===== src/rtl/echo_pkg.sv =====
// Shared definitions for the echo delay-buffer controller.
// Buffer geometry defaults and the controller state encoding.
package echo_pkg;

    localparam int ADDR_W    = 13;
    localparam int MIN_DELAY = 2;

    typedef enum logic [1:0] {
        IDLE = 2'd0,
        FILL = 2'd1,
        RUN  = 2'd2
    } state_t;

endpackage


===== src/rtl/rise_detect.sv =====
// Rising-edge detector for the ADC sample-ready level.
// History resets high so a level already high at reset is not an edge.
module rise_detect (
    input  logic sysclk,
    input  logic reset,
    input  logic din,
    output logic rise
);

    logic prev;

    // one-cycle history of the input level
    always_ff @(posedge sysclk) begin
        if (reset) begin
            prev <= 1'b1;
        end else begin
            prev <= din;
        end
    end

    assign rise = din & ~prev;

endmodule


===== src/rtl/echo_delay_ctrl.sv =====
// Echo delay-buffer controller: one read then one write per sample,
// circular pointer over a latched delay length, FILL then RUN.
module echo_delay_ctrl #(
    parameter int ADDR_W    = echo_pkg::ADDR_W,
    parameter int MIN_DELAY = echo_pkg::MIN_DELAY
) (
    input  logic              sysclk,
    input  logic              reset,
    input  logic              enable,
    input  logic              data_valid,
    input  logic [ADDR_W-1:0] delay_len,
    output logic [ADDR_W-1:0] ram_addr,
    output logic              ram_rden,
    output logic              ram_wren,
    output logic              echo_en,
    output logic              out_load,
    output logic              busy,
    output logic              overrun
);

    import echo_pkg::*;

    localparam logic [ADDR_W-1:0] MIN_LEN = ADDR_W'(MIN_DELAY);
    localparam logic [ADDR_W-1:0] ONE     = ADDR_W'(1);

    state_t            state, state_n;
    logic [ADDR_W-1:0] ptr, ptr_n;
    logic [ADDR_W-1:0] len, len_n;
    logic [ADDR_W-1:0] addr_n;
    logic              rd_n, wr_n, ovr_n;
    logic              ev, wrap;

    rise_detect u_rise (
        .sysclk (sysclk),
        .reset  (reset),
        .din    (data_valid),
        .rise   (ev)
    );

    assign wrap     = (ptr == len - ONE);
    assign busy     = ram_rden | ram_wren;
    assign out_load = ram_wren;
    assign echo_en  = (state == RUN);

    // next-state, pointer and strobe sequencing
    always_comb begin
        state_n = state;
        ptr_n   = ptr;
        len_n   = len;
        addr_n  = ram_addr;
        rd_n    = 1'b0;
        wr_n    = 1'b0;
        ovr_n   = overrun;
        if (ev && busy) begin
            ovr_n = 1'b1;
        end
        if (ram_rden) begin
            wr_n = 1'b1;
        end else if (ram_wren) begin
            ptr_n = wrap ? '0 : ptr + ONE;
            if (!enable) begin
                state_n = IDLE;
                ptr_n   = '0;
            end else if (state == FILL && wrap) begin
                state_n = RUN;
            end
        end else begin
            unique case (state)
                IDLE: begin
                    if (ev && enable) begin
                        state_n = FILL;
                        len_n   = (delay_len > MIN_LEN) ? delay_len : MIN_LEN;
                        ptr_n   = '0;
                        addr_n  = '0;
                        rd_n    = 1'b1;
                    end
                end
                FILL, RUN: begin
                    if (!enable) begin
                        state_n = IDLE;
                        ptr_n   = '0;
                    end else if (ev) begin
                        addr_n = ptr;
                        rd_n   = 1'b1;
                    end
                end
                default: state_n = IDLE;
            endcase
        end
    end

    // state, pointer and registered outputs
    always_ff @(posedge sysclk) begin
        if (reset) begin
            state    <= IDLE;
            ptr      <= '0;
            len      <= MIN_LEN;
            ram_addr <= '0;
            ram_rden <= 1'b0;
            ram_wren <= 1'b0;
            overrun  <= 1'b0;
        end else begin
            state    <= state_n;
            ptr      <= ptr_n;
            len      <= len_n;
            ram_addr <= addr_n;
            ram_rden <= rd_n;
            ram_wren <= wr_n;
            overrun  <= ovr_n;
        end
    end

endmodule


===== config.mk =====
export PLATFORM = sky130hd
export DESIGN_NAME = echo_delay_ctrl
export DESIGN_NICKNAME = d
export VERILOG_FILES = /design/src/rtl/echo_pkg.sv /design/src/rtl/rise_detect.sv /design/src/rtl/echo_delay_ctrl.sv
export SDC_FILE = /design/constraint.sdc
export NUM_CORES = 1
export LEC_CHECK = 0
export BUFFER_PORTS_ARGS = -buffer_cell sky130_fd_sc_hd__buf_2
export CAP_MARGIN = 20
export CELL_PAD_IN_SITES_DETAIL_PLACEMENT = 1
export CELL_PAD_IN_SITES_GLOBAL_PLACEMENT = 1
export CORE_MARGIN = 1.5
export CORE_UTILIZATION = 38
export DETAILED_ROUTE_END_ITERATION = 8
export GPL_ROUTABILITY_DRIVEN = 0
export PLACE_DENSITY_LB_ADDON = 0.1
export SLEW_MARGIN = 30
export SYNTH_ARGS = -nofsm -noshare
export SYNTH_HDL_FRONTEND = slang
export SYNTH_SLANG_ARGS = --single-unit

===== constraint.sdc =====
create_clock -name sysclk -period 1.97 [get_ports sysclk]
set_input_delay 0.591 -clock sysclk [delete_from_list [all_inputs] [get_ports sysclk]]
set_output_delay 0.591 -clock sysclk [all_outputs]
set_load 0.01 [all_outputs]

Word level (Yosys, flattened, before mapping)
Index checks and enable logic that the tools add are counted.

cells by class
  add/sub/neg operators = 2
  order comparisons = 1
  eq/ne operators = 9
  multiplexer cells = 21
  bitwise operators = 5
  reduce and logical (&&, ||, !) cells = 12

operators by type and width
  operator               count
  $mux 13                8
  $pmux 13 s2            2
  $add 13x1->13 const B  1
  $eq 13x13->1           1
  $gt 13x2->1 const B    1
  $sub 13x1->13 const B  1
  $reduce_and 4->1       3
  $mux 2                 5
  $ne 2x2->1 const B     3
  $ne 3x3->1 const B     2
  $reduce_and 6->1       1
  $mux 1                 4
  $pmux 2 s2             1
  $logic_and 1x1->1      3
  $ne 3x2->1 const B     1
  $not 1->1              3
  $reduce_bool 3->1      1
  $reduce_or 3->1        1
  $eq 2x1->1 const B     1
  $eq 2x2->1 const B     1
  $logic_not 2->1        1
  $pmux 1 s2             1
  $reduce_bool 2->1      1
  $reduce_or 2->1        1
  other kinds (2)        2

word-level totals
  register bits after elaboration = 45
  output and inout bits = 19
  word-level logic and storage cells = 58

Longest topological paths before layout
  word-level depth = 6
  mapped depth = 10
  depth with buffers taken out = 9

Modules after synthesis
Synthesis repeated with hierarchy kept, for this count alone.

second synthesis, totals
  cell total of the unflattened synthesis = 281
  area, all modules = 2366.0 um^2

modules (own cells, without submodules)
  module           times used  cells an instance  area an instance (um^2)
  echo_delay_ctrl  1           278                2333.5
  rise_detect      1           3                  32.5

Worst setup path after synthesis
Ideal clock, no wire load.

  kind = register to register
  start point = reg state[0]
  end point = reg ptr[9]
  library setup time = 0.121 ns
  arrival time = 2.047 ns
  data required time = 1.849 ns
  slack = -0.198 ns
  stages on the path, launching flop included = 11
  cells stage by stage = dfxtp_1 > inv_1 > ha_1 > clkbuf_1 > nor3b_1 > o31ai_1 > clkbuf_1 > or3_1 > nor2_1 > xnor2_1 > nor2_1

between the ends
  longest elaborated chain between the ends = 4
  elaborated cells on any way between the ends = 10

ends and longest elaborated chain
  what                                                   line                    source
  start: declaration                                     echo_delay_ctrl.sv:26   state_t state, state_n;
  start signal: assignment                               echo_delay_ctrl.sv:103  state <= state_n;
  $eq 2x2->1 or $eq 2x1->1 (tied branches)               echo_delay_ctrl.sv:68   unique case (state)
  $reduce_or 2->1                                        echo_delay_ctrl.sv:68
  $ne 3x3->1 (no line), or another cell as far along     --
  $reduce_and 4->1 (no line) or $mux 13 (tied branches)  --
  end signal: assignment                                 echo_delay_ctrl.sv:104  ptr <= ptr_n;
  end: declaration                                       echo_delay_ctrl.sv:27   logic [ADDR_W-1:0] ptr, ptr_n;

Several ways; a longest one is shown, not always the timed one.
A chain may end at the register's enable or synchronous reset.

Worst setup path after layout
  start point = reg len[3]
  end point = reg ptr[8]

between the ends
  longest elaborated chain between the ends = 5

ends and longest elaborated chain
  what                      line                    source
  start: declaration        echo_delay_ctrl.sv:28   logic [ADDR_W-1:0] len, len_n;
  start signal: assignment  echo_delay_ctrl.sv:105  len <= len_n;
  $sub 13x1->13             echo_delay_ctrl.sv:40   assign wrap = (ptr == len - ONE);
  $eq 13x13->1              echo_delay_ctrl.sv:40
  $mux 13                   echo_delay_ctrl.sv:60   ptr_n = wrap ? '0 : ptr + ONE;
  $mux 13                   echo_delay_ctrl.sv:61   if (!enable) begin
  $mux 13                   echo_delay_ctrl.sv:59   end else if (ram_wren) begin

Every way passes these cells.

==> summary.txt <==
GRT
  • Vias in the first global route: 2605
  • Antenna violations before repair: 0
  • Largest net degree at the start of global routing: 27
  • First-pass GRT wire length: 12.8 mm
  • Total global-route track usage: 0.225
  • Overflow after GRT: 0

Clocking
  • # hold bufs at CTS: 0
  • Cts bufs inserted: 5
  • Clock H-tree levels: 2
  • Latest clock arrival within the worst-skew pair: 300 ps
  • CTS tree: done
  • Clk buf depth: 2
  • Clk root buf: clkbuf_8
  • Worst-path clk slew: 90 ps
  • CTS Sinks: 45

Critical path
  • Critical Path Fanout Max: 8
  • WP data required: 2150 ps
  • Worst R2R Start: len[3]$_SDFFE_PP0P_
  • CP Capture Type: flip-flop
  • Setup CP Type: flip-flop to flip-flop
  • Worst EP arrival: 2450 ps
  • Reg2reg end: ptr[8]$_SDFFE_PP0P_
  • R2R setup slack: -290 ps
  • Startpoint Class: flip-flop
  • R2R depth: 7

Logic synthesis
  • Async SR Flop Fraction: 0
  • EDFF count, synth: 0
  • Warnings, synthesis: 0
  • Cells after synthesis: 298
  • Netlist cell types: 47
  • #FFs+latches synth: 45
  • Top FF cell, synth: dfxtp_1
  • Fraction of the yosys area taken by sequential cells: 0.371
  • Syn nets: 321
  • Post-Syn Area: 2430 µm²
  • Avg Inst Size Synth: 8.15 µm²

Status
  • Violated checks: negative setup slack
  • Outcome: finished with violations

Detailed routing
  • Residual DRC: 0
  • WL/cell: 17.3 µm
  • ANT nets after route: 0
  • Drt via density: 5.42
  • WL final: 7.98 mm
  • DR vias: 2505
  • 1st-iter DRT viols: 173
  • DR pass1 iterations: 4

STA
  • Unrepaired setup endpoints after global routing: yes
  • Final setup fails: 15
  • Fin Clk Skew: 9.15 ps
  • Final worst slack: -294 ps
  • Slew Limit Headroom: 0.623
  • Hold Slack: 487 ps
  • Final min period: 2260 ps
  • Final slew viol count: 0
  • Final Hold Violating Endpoints: 0
  • Final period util: 1.15
  • Max Freq: 442 MHz
  • Worst-Margin Slew: 565 ps

Floorplanning
  • Die area: 6880 µm²
  • Die height: 83.0 µm
  • Core area: 6060 µm²
  • IO Pins: 36
  • Initial Util: 0.401
  • Row count: 28
  • Die X: 83.0 µm

Cells and area
  • ANT cells: 0
  • Fillers: 753
  • Share of cells above drive strength 1: 0.359
  • Nets: 409
  • FF/Latch Area: 911 µm²
  • Area grow syn2layout: 38.7%
  • Multi-input gate area: 1530 µm²

Place
  • Detailed Place HPWL: 5.38 mm
  • Port-buffer cells: 35

Min path
  • Worst Hold End: overrun$_SDFFE_PP0P_
  • Hold Crit Class: flip-flop to flip-flop
  • Hold Crit Start: overrun$_SDFFE_PP0P_
  • Worst Hold Depth: 2

Pwr
  • Lkg Pwr: 1.35 nW
  • PD cells: 556 nW/µm²
  • Pwr Total: 1.87 mW
  • Max VDD drop: 0.342 mV

Run
  • Max-cap violations: 0
## sequential cells by signal, summed over array words and instances, names as in the netlist
register and count:
len 13, out_load 1, overrun 1, ptr 13
ram_addr 13, ram_rden 1, state 2, u_rise.prev 1
## layout make-up
type / count / share of cell area
clock buffer: 7 / 0.0286
clock inverter: 1 / 0.00149
inverter: 10 / 0.0119
multi-input combinational: 223 / 0.455
sequential: 45 / 0.270
tap: 75 / 0.0278
timing repair buffer: 101 / 0.205
## worst max path at each step
stage	slack [ps]	depth (start not counted)	to	from
6_report	-290	7	ptr[8]$_SDFFE_PP0P_	len[3]$_SDFFE_PP0P_
5_1_grt	-400	10	ptr[11]$_SDFFE_PP0P_	len[1]$_SDFFE_PP1P_
4_1_cts	-240	7	ptr[8]$_SDFFE_PP0P_	len[3]$_SDFFE_PP0P_
3_5_place_dp	-310	9	ptr[9]$_SDFFE_PP0P_	len[0]$_SDFFE_PP0P_
3_3_place_gp	-230	9	ptr[11]$_SDFFE_PP0P_	len[0]$_SDFFE_PP0P_
2_1_floorplan	-160	8	ptr[10]$_SDFFE_PP0P_	len[3]$_SDFFE_PP0P_
## Yosys cell counts (3+ instances only)
cell | number | area, µm²
a21oi_1 | 18 | 90.1
a22oi_1 | 16 | 120
a31oi_1 | 3 | 18.8
and3_1 | 5 | 31.3
clkbuf_1 | 15 | 56.3
dfxtp_1 | 45 | 901
ha_1 | 6 | 75.1
inv_1 | 10 | 37.5
nand2_1 | 27 | 101
nand3_1 | 20 | 100
nand3b_1 | 4 | 30.0
nand4_1 | 8 | 50.1
nor2_1 | 32 | 120
nor2b_1 | 5 | 31.3
nor3_1 | 7 | 35.0
nor3b_1 | 6 | 45.0
nor4_1 | 6 | 37.5
o211ai_1 | 3 | 22.5
o21ai_0 | 5 | 25.0
o31a_1 | 3 | 26.3
or2_2 | 3 | 18.8
xnor2_1 | 14 | 123
xor2_1 | 7 | 61.3
## stage by stage
| stage | area (µm²) | worst slack [ps] | instances | TNS, ps | util |
|---|---|---|---|---|---|
| 3_5_place_dp | 3040 | -306 | 443 | -3750 | 0.501 |
| 5_1_grt | 3370 | -403 | 462 | -5600 | 0.556 |
| 6_report | 3370 | -294 | 462 | -3980 | 0.556 |
| 2_1_floorplan | 2430 | -161 | 298 | -1770 | - |
| 4_1_cts | 3270 | -241 | 459 | -3060 | 0.539 |
| 3_3_place_gp | 3040 | -227 | 443 | -2770 | 0.501 |
## critical path, stage by stage, from the launching register on
cell       delay (ps)
dfxtp_4           380
or2_4             250
or4_4             530
a2bb2oi_4         160
a2111oi_4         300
a31oi_4           190
o21bai_4          250
nor2_1             80
## layout by cell type, fill, tap and decap left out, drive strengths merged, types with 2 or more instances in the layout
cell and instances:
nand4 8, nand2 27, and2 2, a21oi 18, and3 5, o21ai 6
nor3 7, nand2b 2, nor4 7, a211o 2, or2 4, nor3b 6
nand3 20, o211ai 3, buf 101, xnor2 14, nand3b 4, a221oi 2
nor2 32, inv 10, a31oi 4, xor2 7, clkbuf 7, dfxtp 45
a32oi 2, o31a 3, a22oi 16, nor2b 5, ha 6
## what timing repair did
action,CTS,global route
endpoints found under the setup margin,15,15
setup buffers,8,2
pin swaps,8,7
cloned,0,1
gates resized for setup,16,18
## per-layer routing
metal | GRT usage | up-vias | part of all wire
li1 | - | 1239 | -
met1 | 0.299 | 1222 | 0.47
met4 | 0.0318 | 0 | 0.0041
met3 | 0.0408 | 4 | 0.029
met5 | 0 | - | 0
met2 | 0.390 | 40 | 0.50
## cells by family after synthesis
family	count (synthesis)	share of synthesized area
AOI/OAI and AO/OA	64	0.196
xor gates and xnor gates	21	0.0757
adders and majority gates	6	0.0309
buffers and inverters	30	0.0515
DFF	45	0.371
and+or+nand+nor	132	0.275
## power by group
part	switching (mW)	total [mW]	leakage (nW)	internal, mW
sequential	0.0115	0.931	0.365	0.919
combinational	0.167	0.306	0.934	0.139
clock	0.319	0.636	0.0542	0.318
Note: power is estimated with default switching activity, not from simulation.
